<file path="src/rtl/sine_cos_pkg.sv">
// Shared types and constants for the sine/cos burst sequencer.
// Holds the FSM state encoding, oscillator width and default widths.
package sine_cos_pkg;

    localparam int OSC_W     = 8;
    localparam int DIV_W_DEF = 16;
    localparam int CNT_W_DEF = 8;

    typedef enum logic [2:0] {
        ST_IDLE  = 3'd0,
        ST_PRIME = 3'd1,
        ST_RUN   = 3'd2,
        ST_DRAIN = 3'd3,
        ST_DONE  = 3'd4
    } state_e;

    // Sign of a two's complement oscillator sample.
    function automatic logic is_negative(input logic [OSC_W-1:0] v);
        logic signed [OSC_W-1:0] zero_v;
        zero_v = '0;
        return ($signed(v) < zero_v);
    endfunction

    function automatic logic is_active(input state_e s);
        return (s == ST_PRIME) || (s == ST_RUN) || (s == ST_DRAIN);
    endfunction

endpackage

</file>
<file path="src/rtl/sine_cos_burst_ctrl_if.sv">
// Register/control side of the burst sequencer: configuration, start/stop
// requests and status returned to the controller.
interface sine_cos_burst_ctrl_if #(
    parameter int DIV_W = 16,
    parameter int CNT_W = 8
);
    logic [DIV_W-1:0] cfg_div;
    logic [CNT_W-1:0] cfg_cycles;
    logic             start;
    logic             stop;
    logic             busy;
    logic             done;
    logic [CNT_W-1:0] cycle_cnt;

    modport master (
        output cfg_div, cfg_cycles, start, stop,
        input  busy, done, cycle_cnt
    );

    modport slave (
        input  cfg_div, cfg_cycles, start, stop,
        output busy, done, cycle_cnt
    );
endinterface

</file>
<file path="src/rtl/sine_cos_step_div.sv">
// Step divider: counts 0..term and emits a tick on the terminal count while
// enabled. The terminal value is captured with load and held for the burst.
module sine_cos_step_div #(
    parameter int DIV_W = 16
) (
    input  logic             clk,
    input  logic             reset,
    input  logic             clear,
    input  logic             enable,
    input  logic             load,
    input  logic [DIV_W-1:0] load_val,
    output logic             tick
);

    logic [DIV_W-1:0] cnt_r;
    logic [DIV_W-1:0] term_r;
    logic             at_term_s;

    assign at_term_s = (cnt_r == term_r);
    assign tick      = enable && at_term_s;

    // Divider counter and terminal-count shadow register.
    always_ff @(posedge clk or negedge reset) begin
        if (!reset) begin
            cnt_r  <= '0;
            term_r <= '0;
        end else begin
            if (clear) begin
                cnt_r <= '0;
            end else if (enable) begin
                cnt_r <= at_term_s ? '0 : (cnt_r + DIV_W'(1));
            end else begin
                cnt_r <= cnt_r;
            end
            if (load) begin
                term_r <= load_val;
            end else begin
                term_r <= term_r;
            end
        end
    end

endmodule

</file>
<file path="src/rtl/sine_cos_burst_ctrl.sv">
// Burst sequencer for the 8-bit sine/cos oscillator: primes it, paces its step
// enable, counts upward sine zero crossings and ends bursts on a period boundary.
module sine_cos_burst_ctrl
    import sine_cos_pkg::*;
#(
    parameter int DIV_W = DIV_W_DEF,
    parameter int CNT_W = CNT_W_DEF
) (
    input  logic                    clk,
    input  logic                    reset,
    sine_cos_burst_ctrl_if.slave    ctrl,
    input  logic [OSC_W-1:0]        osc_sine,
    output logic                    osc_en,
    output logic                    osc_rst_n,
    output logic                    sample_valid
);

    state_e           state_r;
    state_e           state_nx_s;
    logic [CNT_W-1:0] shadow_cycles_r;
    logic [CNT_W-1:0] cycle_cnt_r;
    logic [CNT_W-1:0] cnt_inc_s;
    logic             prev_neg_r;
    logic             sample_valid_r;
    logic             osc_rst_n_r;
    logic             busy_r;
    logic             done_r;
    logic             accept_s;
    logic             running_s;
    logic             sine_neg_s;
    logic             crossing_s;
    logic             term_hit_s;
    logic             tick_s;

    assign accept_s   = (state_r == ST_IDLE) && ctrl.start;
    assign running_s  = (state_r == ST_RUN) || (state_r == ST_DRAIN);
    assign sine_neg_s = is_negative(osc_sine);
    assign crossing_s = running_s && sample_valid_r && prev_neg_r && !sine_neg_s;
    assign cnt_inc_s  = cycle_cnt_r + CNT_W'(1);
    // Zero cycle count means continuous mode, so it never terminates on count.
    assign term_hit_s = crossing_s && (shadow_cycles_r != '0) && (cnt_inc_s == shadow_cycles_r);

    sine_cos_step_div #(.DIV_W(DIV_W)) u_step_div (
        .clk      (clk),
        .reset    (reset),
        .clear    (accept_s),
        .enable   (running_s),
        .load     (accept_s),
        .load_val (ctrl.cfg_div),
        .tick     (tick_s)
    );

    assign osc_en         = tick_s;
    assign osc_rst_n      = osc_rst_n_r;
    assign sample_valid   = sample_valid_r;
    assign ctrl.busy      = busy_r;
    assign ctrl.done      = done_r;
    assign ctrl.cycle_cnt = cycle_cnt_r;

    // Next-state logic; a terminating crossing takes priority over stop.
    always_comb begin
        state_nx_s = state_r;
        case (state_r)
            ST_IDLE:  if (ctrl.start) state_nx_s = ST_PRIME; else state_nx_s = ST_IDLE;
            ST_PRIME: if (ctrl.stop)  state_nx_s = ST_DRAIN; else state_nx_s = ST_RUN;
            ST_RUN: begin
                if (term_hit_s) begin
                    state_nx_s = ST_DONE;
                end else if (ctrl.stop) begin
                    state_nx_s = ST_DRAIN;
                end else begin
                    state_nx_s = ST_RUN;
                end
            end
            ST_DRAIN: if (crossing_s) state_nx_s = ST_DONE; else state_nx_s = ST_DRAIN;
            ST_DONE:  state_nx_s = ST_IDLE;
            default:  state_nx_s = ST_IDLE;
        endcase
    end

    // State register and registered status outputs.
    always_ff @(posedge clk or negedge reset) begin
        if (!reset) begin
            state_r        <= ST_IDLE;
            osc_rst_n_r    <= 1'b0;
            sample_valid_r <= 1'b0;
            busy_r         <= 1'b0;
            done_r         <= 1'b0;
        end else begin
            state_r        <= state_nx_s;
            osc_rst_n_r    <= !accept_s;
            sample_valid_r <= tick_s;
            busy_r         <= is_active(state_nx_s);
            done_r         <= (state_nx_s == ST_DONE);
        end
    end

    // Burst shadow config, sign history and completed-period counter.
    always_ff @(posedge clk or negedge reset) begin
        if (!reset) begin
            shadow_cycles_r <= '0;
            cycle_cnt_r     <= '0;
            prev_neg_r      <= 1'b0;
        end else if (accept_s) begin
            shadow_cycles_r <= ctrl.cfg_cycles;
            cycle_cnt_r     <= '0;
            prev_neg_r      <= 1'b0;
        end else begin
            shadow_cycles_r <= shadow_cycles_r;
            cycle_cnt_r     <= crossing_s ? cnt_inc_s : cycle_cnt_r;
            prev_neg_r      <= (running_s && sample_valid_r) ? sine_neg_s : prev_neg_r;
        end
    end

endmodule

</file>
<file path="src/flat_wrapper.sv">
// flat-port wrapper written by rule: the top's interface ports become plain ports
module sine_cos_burst_ctrl_flat import sine_cos_pkg::*;
#(
    parameter int DIV_W = DIV_W_DEF,
    parameter int CNT_W = CNT_W_DEF
)
  (clk, reset, osc_sine, osc_en, osc_rst_n, sample_valid, ctrl_cfg_div, ctrl_cfg_cycles, ctrl_start, ctrl_stop, ctrl_busy, ctrl_done, ctrl_cycle_cnt);
  sine_cos_burst_ctrl_if #(.DIV_W(DIV_W), .CNT_W(CNT_W)) ctrl_i ();
  input  logic clk;
  input  logic reset;
  input  logic [OSC_W-1:0] osc_sine;
  output logic osc_en;
  output logic osc_rst_n;
  output logic sample_valid;
  input wire logic [$bits(ctrl_i.cfg_div)-1:0] ctrl_cfg_div;
  input wire logic [$bits(ctrl_i.cfg_cycles)-1:0] ctrl_cfg_cycles;
  input wire logic [$bits(ctrl_i.start)-1:0] ctrl_start;
  input wire logic [$bits(ctrl_i.stop)-1:0] ctrl_stop;
  output wire logic [$bits(ctrl_i.busy)-1:0] ctrl_busy;
  output wire logic [$bits(ctrl_i.done)-1:0] ctrl_done;
  output wire logic [$bits(ctrl_i.cycle_cnt)-1:0] ctrl_cycle_cnt;
  assign ctrl_i.cfg_div = ctrl_cfg_div;
  assign ctrl_i.cfg_cycles = ctrl_cfg_cycles;
  assign ctrl_i.start = ctrl_start;
  assign ctrl_i.stop = ctrl_stop;
  assign ctrl_busy = ctrl_i.busy;
  assign ctrl_done = ctrl_i.done;
  assign ctrl_cycle_cnt = ctrl_i.cycle_cnt;
  sine_cos_burst_ctrl #(.DIV_W(DIV_W), .CNT_W(CNT_W)) u_core (.clk(clk), .reset(reset), .ctrl(ctrl_i), .osc_sine(osc_sine), .osc_en(osc_en), .osc_rst_n(osc_rst_n), .sample_valid(sample_valid));
endmodule
</file>
<file path="config.mk">
export PLATFORM = sky130hd
export DESIGN_NAME = sine_cos_burst_ctrl_flat
export DESIGN_NICKNAME = d
export VERILOG_FILES = /design/src/rtl/sine_cos_pkg.sv /design/src/rtl/sine_cos_burst_ctrl_if.sv /design/src/rtl/sine_cos_step_div.sv /design/src/rtl/sine_cos_burst_ctrl.sv /design/src/flat_wrapper.sv
export SDC_FILE = /design/constraint.sdc
export NUM_CORES = 1
export LEC_CHECK = 0
export BUFFER_PORTS_ARGS = -buffer_cell sky130_fd_sc_hd__buf_2
export CAP_MARGIN = 20
export CORE_ASPECT_RATIO = 1.2
export CORE_MARGIN = 2
export CORE_UTILIZATION = 35
export CTS_BUF_LIST = sky130_fd_sc_hd__clkbuf_4 sky130_fd_sc_hd__clkbuf_8
export DETAILED_ROUTE_END_ITERATION = 8
export PLACE_DENSITY_LB_ADDON = 0.08
export SLEW_MARGIN = 15
export SYNTH_ARGS = -nofsm -noshare
export SYNTH_HDL_FRONTEND = slang
export SYNTH_SLANG_ARGS = --single-unit
</file>
<file path="constraint.sdc">
create_clock -name clk -period 2.3 [get_ports clk]
set_input_delay 0.115 -clock clk [delete_from_list [all_inputs] [get_ports clk]]
set_output_delay 0.115 -clock clk [all_outputs]
set_load 0.01 [all_outputs]
</file>
==> results of run 1 <==
-- layout by cell type, fill, tap and decap left out, types with 2 or more instances in the layout --
cell type	synthesis	layout
nor4_2	2	3
a21oi_1	6	6
nor2b_1	3	3
nor2_1	20	20
ha_1	2	2
nor3_1	7	7
buf_2	6	41
and3_1	4	4
inv_1	5	5
o211ai_1	3	3
nand3_1	13	13
o2111ai_1	2	2
nor2_2	3	3
clkbuf_8	0	6
nand4_1	3	3
and2_1	2	2
or3_1	3	3
dfrtp_1	56	56
a31oi_1	4	4
nand4b_1	2	2
o21ai_0	11	11
dlygate4sd3_1	0	14
o41ai_1	2	2
or2_1	2	2
nor4_1	8	7
clkbuf_4	0	2
xnor2_1	17	17
buf_4	2	9
xor2_1	23	23
nand2_1	91	91
-- repair_timing --
| action | in CTS | in global routing |
|---|---|---|
| hold buffers | 14 | 0 |
| setup endpoints to repair | 0 | 1 |
| setup buffers | 0 | 0 |
| hold endpoints to repair | 32 | 0 |
| resized for setup | 0 | 1 |
-- path summary, 6_finish.rpt --
| kind | cells past startpoint | slack (ns) | end | start |
|---|---|---|---|---|
| min | 3 | 0.008 | u_core.u_step_div.term_r[6] | ctrl_cfg_div[6] |
| max | 5 | 0.28 | osc_en | u_core.u_step_div.cnt_r[11] |
| max in group asynchronous | 3 | 1.33 | u_core.u_step_div.cnt_r[13] | reset |
| max reg2reg | 6 | 0.32 | u_core.ctrl.done | u_core.ctrl.cycle_cnt[0] |
| min reg2reg | 2 | 0.51 | u_core.u_step_div.term_r[15] | u_core.u_step_div.term_r[15] |
| min in group asynchronous | 2 | 0.30 | u_core.ctrl.cycle_cnt[3] | reset |
-- cell families after synthesis --
group / Yosys count
and+or+nand+nor: 169
DFF: 56
adders and majority gates: 2
buffers and inverters: 18
xor gates and xnor gates: 40
AOI/OAI and AO/OA: 33
-- metal layers --
metal | vias to the layer above | track usage [%] | part of all wire, %
met5 | - | 0 | 0
met4 | 0 | 3.726 | 0.95
met3 | 7 | 2.460 | 2.0
met2 | 32 | 28.93 | 51
met1 | 1130 | 20.36 | 46
li1 | 1189 | - | -
-- synth_stat cells, types with 5 or more instances --
master	count
nand2_1	91
dfrtp_1	56
xor2_1	23
nor2_1	20
xnor2_1	17
nand3_1	13
o21ai_0	11
nor4_1	8
nor3_1	7
a21oi_1	6
buf_2	6
inv_1	5
-- worst min-delay path: stages --
cell and delay [ns]:
buf_2 0.08, nand2_1 0.04, nand2_1 0.05
-- power by group through the flow --
stage	clock [mW]	combinational, mW	sequential (mW)
after floorplan	0	0.800	1.51
after detailed placement	0	1.05	1.61
after global placement	0	1.03	1.61
after CTS	0.607	1.07	1.59
after global routing	0.641	1.22	1.63
final	0.580	1.07	1.58
-- cell type report --
class                   instances  area share (%)
flip-flops and latches         56           40.51
well taps                      95           3.436
repair buffers                 65           12.51
inverters                       5          0.5425
multi-input cells             244           40.18
clock buffers                   8           2.821
-- state kept, by name, indices dropped and copies added (netlist names) --
| register | count |
|---|---|
| u_core.prev_neg_r | 1 |
| u_core.sample_valid | 1 |
| u_core.ctrl.busy | 1 |
| u_core.u_step_div.term_r | 16 |
| u_core.shadow_cycles_r | 8 |
| u_core.u_step_div.cnt_r | 16 |
| u_core.ctrl.cycle_cnt | 8 |
| u_core.ctrl.done | 1 |
| u_core.state_r | 3 |
| u_core.osc_rst_n | 1 |
-- through the flow --
stage | cell area [µm²] | setup slack [ns] | std cells
3_5_place_dp | 3216 | 0.3139 | 451
2_1_floorplan | 2875 | 0.5462 | 318
5_1_grt | 3460 | 0.005384 | 473
3_3_place_gp | 3216 | 0.3202 | 451
6_report | 3460 | 0.2820 | 473
4_1_cts | 3453 | 0.1965 | 473
==> out/metrics.csv, run 1 <==
stage,metric,value,unit
status,status,"complete, no violations",
floorplanning,die area,8959,µm²
logic_synthesis,Post-Synth Simple-Gate Area,27.94,%
setup_path,CP max stage delay,0.45,ns
layout,final net count,415,
setup_path,"Req. time, crit path",2.18,ns
sta,skew final,0.01279,ns
global_route,number of global-route vias before repair,2267,
clocking,H-tree depth,2,
power,Design Power,3.228,mW
detailed_routing,DR vias,2358,
sta,max frequency,495.6,MHz
layout,diode count,0,
setup_path,CP Cell Sequence,xor2_1 > nor4_2 > nand4_2 > nor2_1 > buf_2,
global_route,first-pass GRT wire length,11.30,mm
clocking,Clock Latency Late Sink,0.31,ns
clocking,CTS tree,done,
logic_synthesis,largest family of logic cells by synthesized area,simple AND/OR/NAND/NOR gates,
clocking,Root Buffer,clkbuf_8,
logic_synthesis,share of the synthesized area in the top cell type,48.74,%
clocking,deepest clock path buffer count,2,
floorplanning,DIE HEIGHT,103.3,µm
setup_path,Critical path buffers and inverters,1,
detailed_routing,final wirelength,6.830,mm
layout,FILL cells,812,
sta,hold_ws,0.007996,ns
detailed_routing,post-DR wirelength/cell,14.44,µm
power,switching portion of total power,37.39,%
logic_synthesis,syn avg cell area,9.042,µm²
sta,fin. max-slew vios,0,
floorplanning,Initial Util,35.66,%
global_route,initial antenna violation count,0,
logic_synthesis,leading area contributor after synthesis,dfrtp_1,
sta,RSZ-0062 raised after global routing,no,
setup_path,CP max FO,8,
layout,Seq. cell area,1401,µm²
layout,area used by multi-input combinational logic,1390,µm²
setup_path,"delay-heaviest family, CP",simple AND/OR/NAND/NOR gates,
logic_synthesis,number of flops mapped to enable cells by yosys,0,
layout,share of layout cells above drive strength 1,18.52,%
run,Max Cap Viol,0,
power,LEAKAGE,1.722,nW
logic_synthesis,cell area after synthesis,2875,µm²
sta,Rel. slew slack,61.50,%
floorplanning,I/O Pins,49,
logic_synthesis,adder-cell share of the synthesized area,0.8703,%
logic_synthesis,asr flop ratio synth,100.0,%
power,maximum vdd drop,427.4,µV
place,Buffers on Ports,41,
power,Internal Power,2.021,mW
logic_synthesis,total of warnings raised by yosys,0,
logic_synthesis,dominant cells by area after synthesis,"dfrtp_1, nand2_1, xor2_1",
min_path,Hold Path Class,primary input to register,
logic_synthesis,Synth Area in Compound Gates,7.137,%
sta,Final setup viols,0,
setup_path,WS Path Type,register to output pin,
power,register share of total power,49.0,%
clocking,CTS Sinks,56,
logic_synthesis,Synthesized Nets,356,
power,Comb power frac,33.0,%
clocking,Worst-path clk slew,0.09,ns
global_route,total gr overflow,0,
sta,clock period minus worst slack,2.018,ns
logic_synthesis,Cells after Synth,318,
detailed_routing,DRC errors left,0,
sta,Final period util,87.74,%
place,DP Wirelength,5.085,mm
setup_path,Setup crit start kind,register,
detailed_routing,Via density,4.985,
sta,Tightest Pin Transition,0.5763,ns
logic_synthesis,Unique masters post-synth,40,
layout,post-layout util,42.91,%
power,Clk pwr share,18.0,%
detailed_routing,Pre-antenna DRT Iters,4,
sta,setup_tns,0,ns
global_route,gr usage total,16.08,%
setup_path,Critical Path End Type,output pin,
logic_synthesis,sequential area share after synthesis,48.74,%
place,Routability Congestion,0.7784,
setup_path,CP arrival,1.90,ns
floorplanning,die width,86.74,µm
power,Switch Pwr,1.207,mW
detailed_routing,Post-DRT Antenna Nets,0,
power,Pwr per Cell Area,933.2,nW/µm²
clocking,CTS buffer count,5,
logic_synthesis,post-synthesis mux area share,0,%
floorplanning,Core ar.,8063,µm²
global_route,largest net degree at the start of global routing,22,
floorplanning,# rows,36,
logic_synthesis,XOR/XNOR Fraction of Synth Area,12.18,%
logic_synthesis,"flops & latches, synth",56,
layout,P&R area growth vs syn,20.32,%
detailed_routing,Iter 0 DRT Violations,123,
logic_synthesis,Post-synth top flop,dfrtp_1,
setup_path,CP max-delay cell,dfrtp_1,
sta,Final Hold Vio Count,0,
Note: power is estimated with default switching activity, not from simulation.
==> run 2, diff against run 1 <==
SYNTH_HIERARCHICAL = 1   (was not set)
==> run 2 against run 1 <==
  * Die area decreased by 0.25%
  * Critical path depth unchanged
  * Clock skew about the same
  * Flip-flop and latch count unchanged
  * Via count decreased by 12%
  * Largest power group unchanged
==> out/metrics.csv, run 2 <==
stage,metric,value,unit,change
status,status,"complete, no violations",,
floorplanning,I/O Pins,49,,unchanged
setup_path,Critical Path End Type,output pin,,
layout,"commonest cells after routing, fill and taps aside","dfrtp_1, buf_2, nand2_1",,
detailed_routing,Via density,4.957,,-0.57%
setup_path,CP max FO,5,,-3
sta,Final setup viols,0,,unchanged
sta,Final Hold Vio Count,0,,unchanged
clocking,Root Buffer,clkbuf_8,,
floorplanning,Core ar.,8018,µm²,-0.56%
clocking,CTS buffer count,5,,unchanged
global_route,total gr overflow,0,,unchanged
layout,diode count,0,,unchanged
place,Routability Congestion,0.7537,,-3.2%
sta,Rel. slew slack,52.10,%,-9.4 points
power,maximum vdd drop,430.7,µV,+0.77%
sta,setup_tns,0,ns,unchanged
power,LEAKAGE,1.607,nW,-6.7%
logic_synthesis,dominant cells by area after synthesis,"dfrtp_1, xor2_1, mux2_2",,
floorplanning,# rows,36,,unchanged
logic_synthesis,share of the synthesized area in the top cell type,48.87,%,+0.13 points
setup_path,"Req. time, crit path",2.18,ns,about the same
detailed_routing,Post-DRT Antenna Nets,0,,unchanged
logic_synthesis,leading area contributor after synthesis,dfrtp_1,,
layout,"commonest non-fill, non-tap cell in the layout",dfrtp_1,,
setup_path,WS Path Type,register to output pin,,
clocking,CTS Sinks,56,,unchanged
logic_synthesis,Post-synth top flop,dfrtp_1,,
detailed_routing,Pre-antenna DRT Iters,4,,unchanged
layout,final net count,359,,-13%
logic_synthesis,cell area after synthesis,2868,µm²,-0.26%
run,Max Cap Viol,0,,unchanged
clocking,post-CTS sizing,0,,unchanged
clocking,Worst-path clk slew,0.11,ns,+0.02 ns
logic_synthesis,Synthesized Nets,304,,-15%
logic_synthesis,Cells after Synth,266,,-16%
logic_synthesis,sequential area share after synthesis,48.87,%,+0.13 points
power,Switch Pwr,1.056,mW,-13%
clocking,H-tree depth,2,,unchanged
setup_path,CP arrival,2.06,ns,+0.16 ns
detailed_routing,DR vias,2067,,-12%
detailed_routing,Iter 0 DRT Violations,87,,-29%
global_route,initial antenna violation count,0,,unchanged
setup_path,Setup crit start kind,register,,
sta,clock period minus worst slack,2.171,ns,+0.1531 ns
sta,Tightest Pin Transition,0.7185,ns,+0.1422 ns
logic_synthesis,synth cell count leaders,"dfrtp_1, nand2_1, xor2_1, mux2_2, xnor2_1",,
clocking,Clock Latency Late Sink,0.31,ns,about the same
power,Comb power frac,30.9,%,-2.1 points
layout,share of layout cells above drive strength 1,30.12,%,+12 points
logic_synthesis,syn avg cell area,10.78,µm²,+19%
global_route,largest net degree at the start of global routing,57,,+160%
clocking,post-CTS setup buffers,0,,unchanged
sta,Final period util,94.40,%,+6.7 points
logic_synthesis,total of warnings raised by yosys,6,,+6
sta,fin. max-slew vios,0,,unchanged
floorplanning,die area,8936,µm²,-0.25%
clocking,Post-CTS Hold Fix Bufs,6,,-8
logic_synthesis,asr flop ratio synth,100.0,%,unchanged
detailed_routing,post-DR wirelength/cell,14.02,µm,-2.9%
logic_synthesis,"flops & latches, synth",56,,unchanged
sta,max frequency,460.6,MHz,-7.1%
clocking,CTS tree,done,,
power,Pwr per Cell Area,918.7,nW/µm²,-1.5%
global_route,first-pass GRT wire length,9.998,mm,-11%
floorplanning,DIE HEIGHT,103.2,µm,-0.13%
power,register share of total power,50.3,%,+1.3 points
global_route,number of global-route vias before repair,2073,,-8.6%
power,Internal Power,2.037,mW,+0.80%
detailed_routing,DRC errors left,0,,unchanged
place,Buffers on Ports,41,,unchanged
layout,FILL cells,828,,+2.0%
layout,P&R area growth vs syn,17.41,%,
power,Clk pwr share,18.8,%,+0.8 points
global_route,gr usage total,14.16,%,-1.9 points
floorplanning,die width,86.63,µm,-0.13%
min_path,Hold Path Class,primary input to register,,
power,switching portion of total power,34.14,%,-3.3 points
sta,skew final,0.01256,ns,-0.0002256 ns
logic_synthesis,Unique masters post-synth,45,,+13%
layout,largest registers,"u_core/u_step_div/cnt_r (16), u_core/u_step_div/term_r (16)",,
power,Design Power,3.093,mW,-4.2%
logic_synthesis,number of flops mapped to enable cells by yosys,0,,unchanged
sta,hold_ws,0.002896,ns,-0.005100 ns
floorplanning,Initial Util,35.77,%,+0.11 points
sta,RSZ-0062 raised after global routing,no,,
clocking,deepest clock path buffer count,2,,unchanged
place,DP Wirelength,4.191,mm,-18%
detailed_routing,final wirelength,5.846,mm,-14%
logic_synthesis,most frequent cell after synthesis,dfrtp_1,,
==> run 2: changes by cell type after synthesis, moves of 3 or more <==
cell	delta
nand2_1	-51
mux2_2	+16
nor2_1	-7
nor2_2	+7
nor4_1	-5
xor2_1	+5
a31oi_1	-3
and3_1	-3
buf_2	-3
mux2i_1	+3
nor3_1	-3
nor4_2	+3
or3_1	-3
xnor2_1	-3
==> run 2: stage by stage <==
stage          std cells  utilization, %  cell area (µm²)  worst slack (ns)
4_1_cts              417           41.99             3367            0.1236
3_3_place_gp         403           40.03             3209            0.2429
6_report             417           41.99             3367            0.1289
3_5_place_dp         403           40.03             3209            0.2197
5_1_grt              417           41.99             3367           0.01302
2_1_floorplan        266               -             2870           0.07445
==> run 2: worst paths after layout <==
check	depth (start not counted)	slack, ns	endpoint	start
hold / removal	3	0.003	u_core/shadow_cycles_r[5]	ctrl_cfg_cycles[5]
max in group asynchronous	3	1.35	u_core/u_step_div/cnt_r[11]	reset
setup reg to reg	7	0.24	u_core/u_step_div/cnt_r[15]	u_core/state_r[1]
hold reg to reg	1	0.53	u_core/u_step_div/term_r[9]	u_core/u_step_div/term_r[9]
min in group asynchronous	3	0.45	u_core/ctrl.cycle_cnt[1]	reset
setup / recovery	5	0.13	osc_en	u_core/u_step_div/cnt_r[7]
==> run 2: power by group through the flow <==
stage	Combinational (mW)	Sequential [mW]	Clock, mW
after floorplan	0.792	1.50	0
after global placement	0.950	1.58	0
after detailed placement	0.965	1.58	0
after CTS	0.980	1.56	0.615
after global routing	1.07	1.60	0.653
final	0.956	1.56	0.581
==> run 2: kinds of logic (layout without fill, tap and decap cells) <==
| group | count (synthesis) | after routing | synth area share [%] |
|---|---|---|---|
| muxes | 21 | 21 | 8.115 |
| DFF | 56 | 56 | 48.87 |
| adders and majority gates | 2 | 2 | 0.8725 |
| buffers and inverters | 12 | 68 | 2.399 |
| and+or+nand+nor | 106 | 106 | 20.24 |
| AOI/OAI and AO/OA | 26 | 26 | 6.108 |
| xor gates and xnor gates | 43 | 43 | 13.39 |
==> run 2: cell type report <==
type	instances	area (µm²)	share of cell area (%)
sequential	56	1401	41.62
timing repair buffer	57	340.3	10.11
clock buffer	7	90.09	2.676
multi-input combinational	198	1398	41.51
clock inverter	1	7.507	0.2230
tap	95	118.9	3.530
inverter	3	11.26	0.3344
==> run 2: worst max-delay path: stages (launching register included) <==
cell and delay (ns):
dfrtp_1 0.45, xor2_1 0.19, nor4_2 0.44, nand4_2 0.27
nor2_1 0.23, buf_2 0.17
==> run 2: layer usage <==
metal,vias to the layer above,track usage [%],wire [µm],share of wire [%]
met4,0,4.928,129,2.2
met3,9,2.562,151,2.6
met1,1006,17.54,2601,44
li1,1022,-,-,-
met2,30,24.79,2964,51
met5,-,0,0,0
==> run 3, diff against run 2 <==
clock period = 2.64 ns   (was 2.3 ns; I/O delays follow)
==> run 3 against run 2 <==
  * Total power is 9.0% lower
  * Non-clock buffer count decreased by 6
  * Global-route usage fell by 0.27 points
  * Register-to-register slack gained 0.24 ns
  * Design area down 0.63%
==> out/metrics.csv, run 3 (synthesis gave the netlist of run 2 again) <==
stage,metric,value,unit,change
floorplanning,Core ar.,8018,µm²,unchanged
power,Design Power,2.816,mW,-9.0%
global_route,initial antenna violation count,0,,unchanged
detailed_routing,DR vias,2001,,-3.2%
layout,diode count,0,,unchanged
sta,fin. max-slew vios,0,,unchanged
place,pre-CTS WS,0.4200,ns,+0.2003 ns
sta,RSZ-0062 raised after global routing,no,,
layout,"commonest non-fill, non-tap cell in the layout",dfrtp_1,,
layout,post-layout util,41.73,%,-0.27 points
clocking,CTS Sinks,56,,unchanged
layout,P&R area growth vs syn,16.67,%,
floorplanning,DIE HEIGHT,103.2,µm,unchanged
floorplanning,I/O Pins,49,,unchanged
setup_path,FF-to-FF Start,u_core/ctrl.cycle_cnt[1],,
detailed_routing,Post-DRT Antenna Nets,0,,unchanged
detailed_routing,post-DR wirelength/cell,13.87,µm,-1.1%
min_path,Hold Crit Start,ctrl_cfg_cycles[5],,
floorplanning,# rows,36,,unchanged
floorplanning,Initial Util,35.77,%,unchanged
sta,setup_tns,0,ns,unchanged
sta,clock period minus worst slack,2.165,ns,
floorplanning,die width,86.63,µm,unchanged
setup_path,worst-case reg-to-reg path depth,6,,-1
global_route,number of global-route vias before repair,1940,,-6.4%
setup_path,"Req. time, crit path",2.82,ns,+0.64 ns
global_route,gr usage total,13.90,%,-0.27 points
place,Buffers on Ports,41,,unchanged
clocking,Worst-path clk slew,0.11,ns,about the same
sta,Final period util,82.01,%,
sta,Final Hold Vio Count,0,,unchanged
clocking,Root Buffer,clkbuf_8,,
layout,"commonest cells after routing, fill and taps aside","dfrtp_1, buf_2, nand2_1",,
detailed_routing,Pre-antenna DRT Iters,4,,unchanged
detailed_routing,final wirelength,5.686,mm,-2.7%
status,status,"complete, no violations",,
detailed_routing,Iter 0 DRT Violations,72,,-17%
clocking,H-tree depth,2,,unchanged
run,Max Cap Viol,0,,unchanged
setup_path,CP arrival,2.34,ns,+0.28 ns
setup_path,WS Path Type,register to register,,
global_route,largest net degree at the start of global routing,44,,-23%
setup_path,R2R Setup Slk,0.48,ns,+0.24 ns
place,Routability Congestion,0.7210,,-4.3%
place,DP Cell Count,400,,-0.74%
min_path,Hold Path Class,primary input to register,,
place,DP Wirelength,4.163,mm,-0.67%
global_route,first-pass GRT wire length,9.701,mm,-3.0%
clocking,CTS buffer count,5,,unchanged
detailed_routing,DRC errors left,0,,unchanged
layout,largest registers,"u_core/u_step_div/cnt_r (16), u_core/u_step_div/term_r (16)",,
min_path,worst hold path endpoint,u_core/shadow_cycles_r[5],,
setup_path,Setup crit start kind,register,,
sta,hold_ws,0.003351,ns,+0.0004549 ns
detailed_routing,Via density,4.880,,-1.5%
setup_path,reg2reg end,u_core/ctrl.busy,,
floorplanning,die area,8936,µm²,unchanged
power,Pwr per Cell Area,841.7,nW/µm²,-8.4%
sta,Rel. slew slack,60.39,%,+8.3 points
layout,share of layout cells above drive strength 1,29.52,%,-0.60 points
power,maximum vdd drop,377.3,µV,-12%
global_route,total gr overflow,0,,unchanged
clocking,post-CTS setup buffers,0,,unchanged
clocking,Clock Latency Late Sink,0.31,ns,about the same
power,LEAKAGE,1.595,nW,-0.72%
sta,Final setup viols,0,,unchanged
place,dpl cell area,3187,µm²,-0.70%
min_path,Hold Path Depth,3,,unchanged
layout,final std cells w/o fill,410,,-1.7%
sta,Tightest Pin Transition,0.5929,ns,-0.1256 ns
clocking,CTS tree,done,,
setup_path,CP max FO,7,,+2
setup_path,Critical Path End Type,register,,
sta,PnR worst setup slack,0.4750,ns,+0.3461 ns
layout,final net count,353,,-1.7%
sta,skew final,0.01532,ns,+0.002758 ns
layout,fin area,3346,µm²,-0.63%
clocking,deepest clock path buffer count,2,,unchanged
sta,max frequency,461.9,MHz,
run 3: cell type report:
cell class                 instances  area (µm²)
fill                             820        4672
sequential                        56        1401
multi-input combinational        198        1398
timing repair buffer              51       287.8
tap                               95       118.9
clock buffer                       5       68.82
clock inverter                     2       60.06
inverter                           3       11.26
run 3: report_power, final:
| group | leakage (nW) | switching (mW) | internal (mW) | total, mW |
|---|---|---|---|---|
| clock | 0.0642 | 0.286 | 0.374 | 0.660 |
| combinational | 0.816 | 0.378 | 0.430 | 0.808 |
| sequential | 0.715 | 0.238 | 1.11 | 1.35 |
| total | 1.60 | 0.902 | 1.91 | 2.82 |
run 3: timing repair:
item / 4_1_cts / 5_1_grt
hold buffers: 3 / 0
hold endpoints to repair: 15 / 0
gates resized for setup: 0 / 0
run 3: how the worst max path moves through the flow:
stage | end | start | slack (ns)
after global routing | u_core/ctrl.busy | u_core/ctrl.cycle_cnt[1] | 0.29
after floorplan | u_core/u_step_div/term_r[10] | u_core/state_r[1] | 0.20
final | u_core/ctrl.busy | u_core/ctrl.cycle_cnt[1] | 0.48
after global placement | u_core/ctrl.busy | u_core/ctrl.cycle_cnt[1] | 0.46
after CTS | u_core/ctrl.busy | u_core/ctrl.cycle_cnt[1] | 0.42
after detailed placement | u_core/state_r[0] | u_core/ctrl.cycle_cnt[1] | 0.42
run 3: critical path, cell delays in order, from the launching register on:
cell	delay, ns
dfrtp_1	0.46
ha_1	0.33
xor2_1	0.15
nor4_1	0.28
nand4_1	0.15
nor4_2	0.49
o21ai_0	0.16
run 3: per-layer routing:
layer  GRT usage, %  wire [µm]
met5              0          0
met4          4.327         58
met3          2.642        190
met2          24.02       2901
met1          17.60       2536
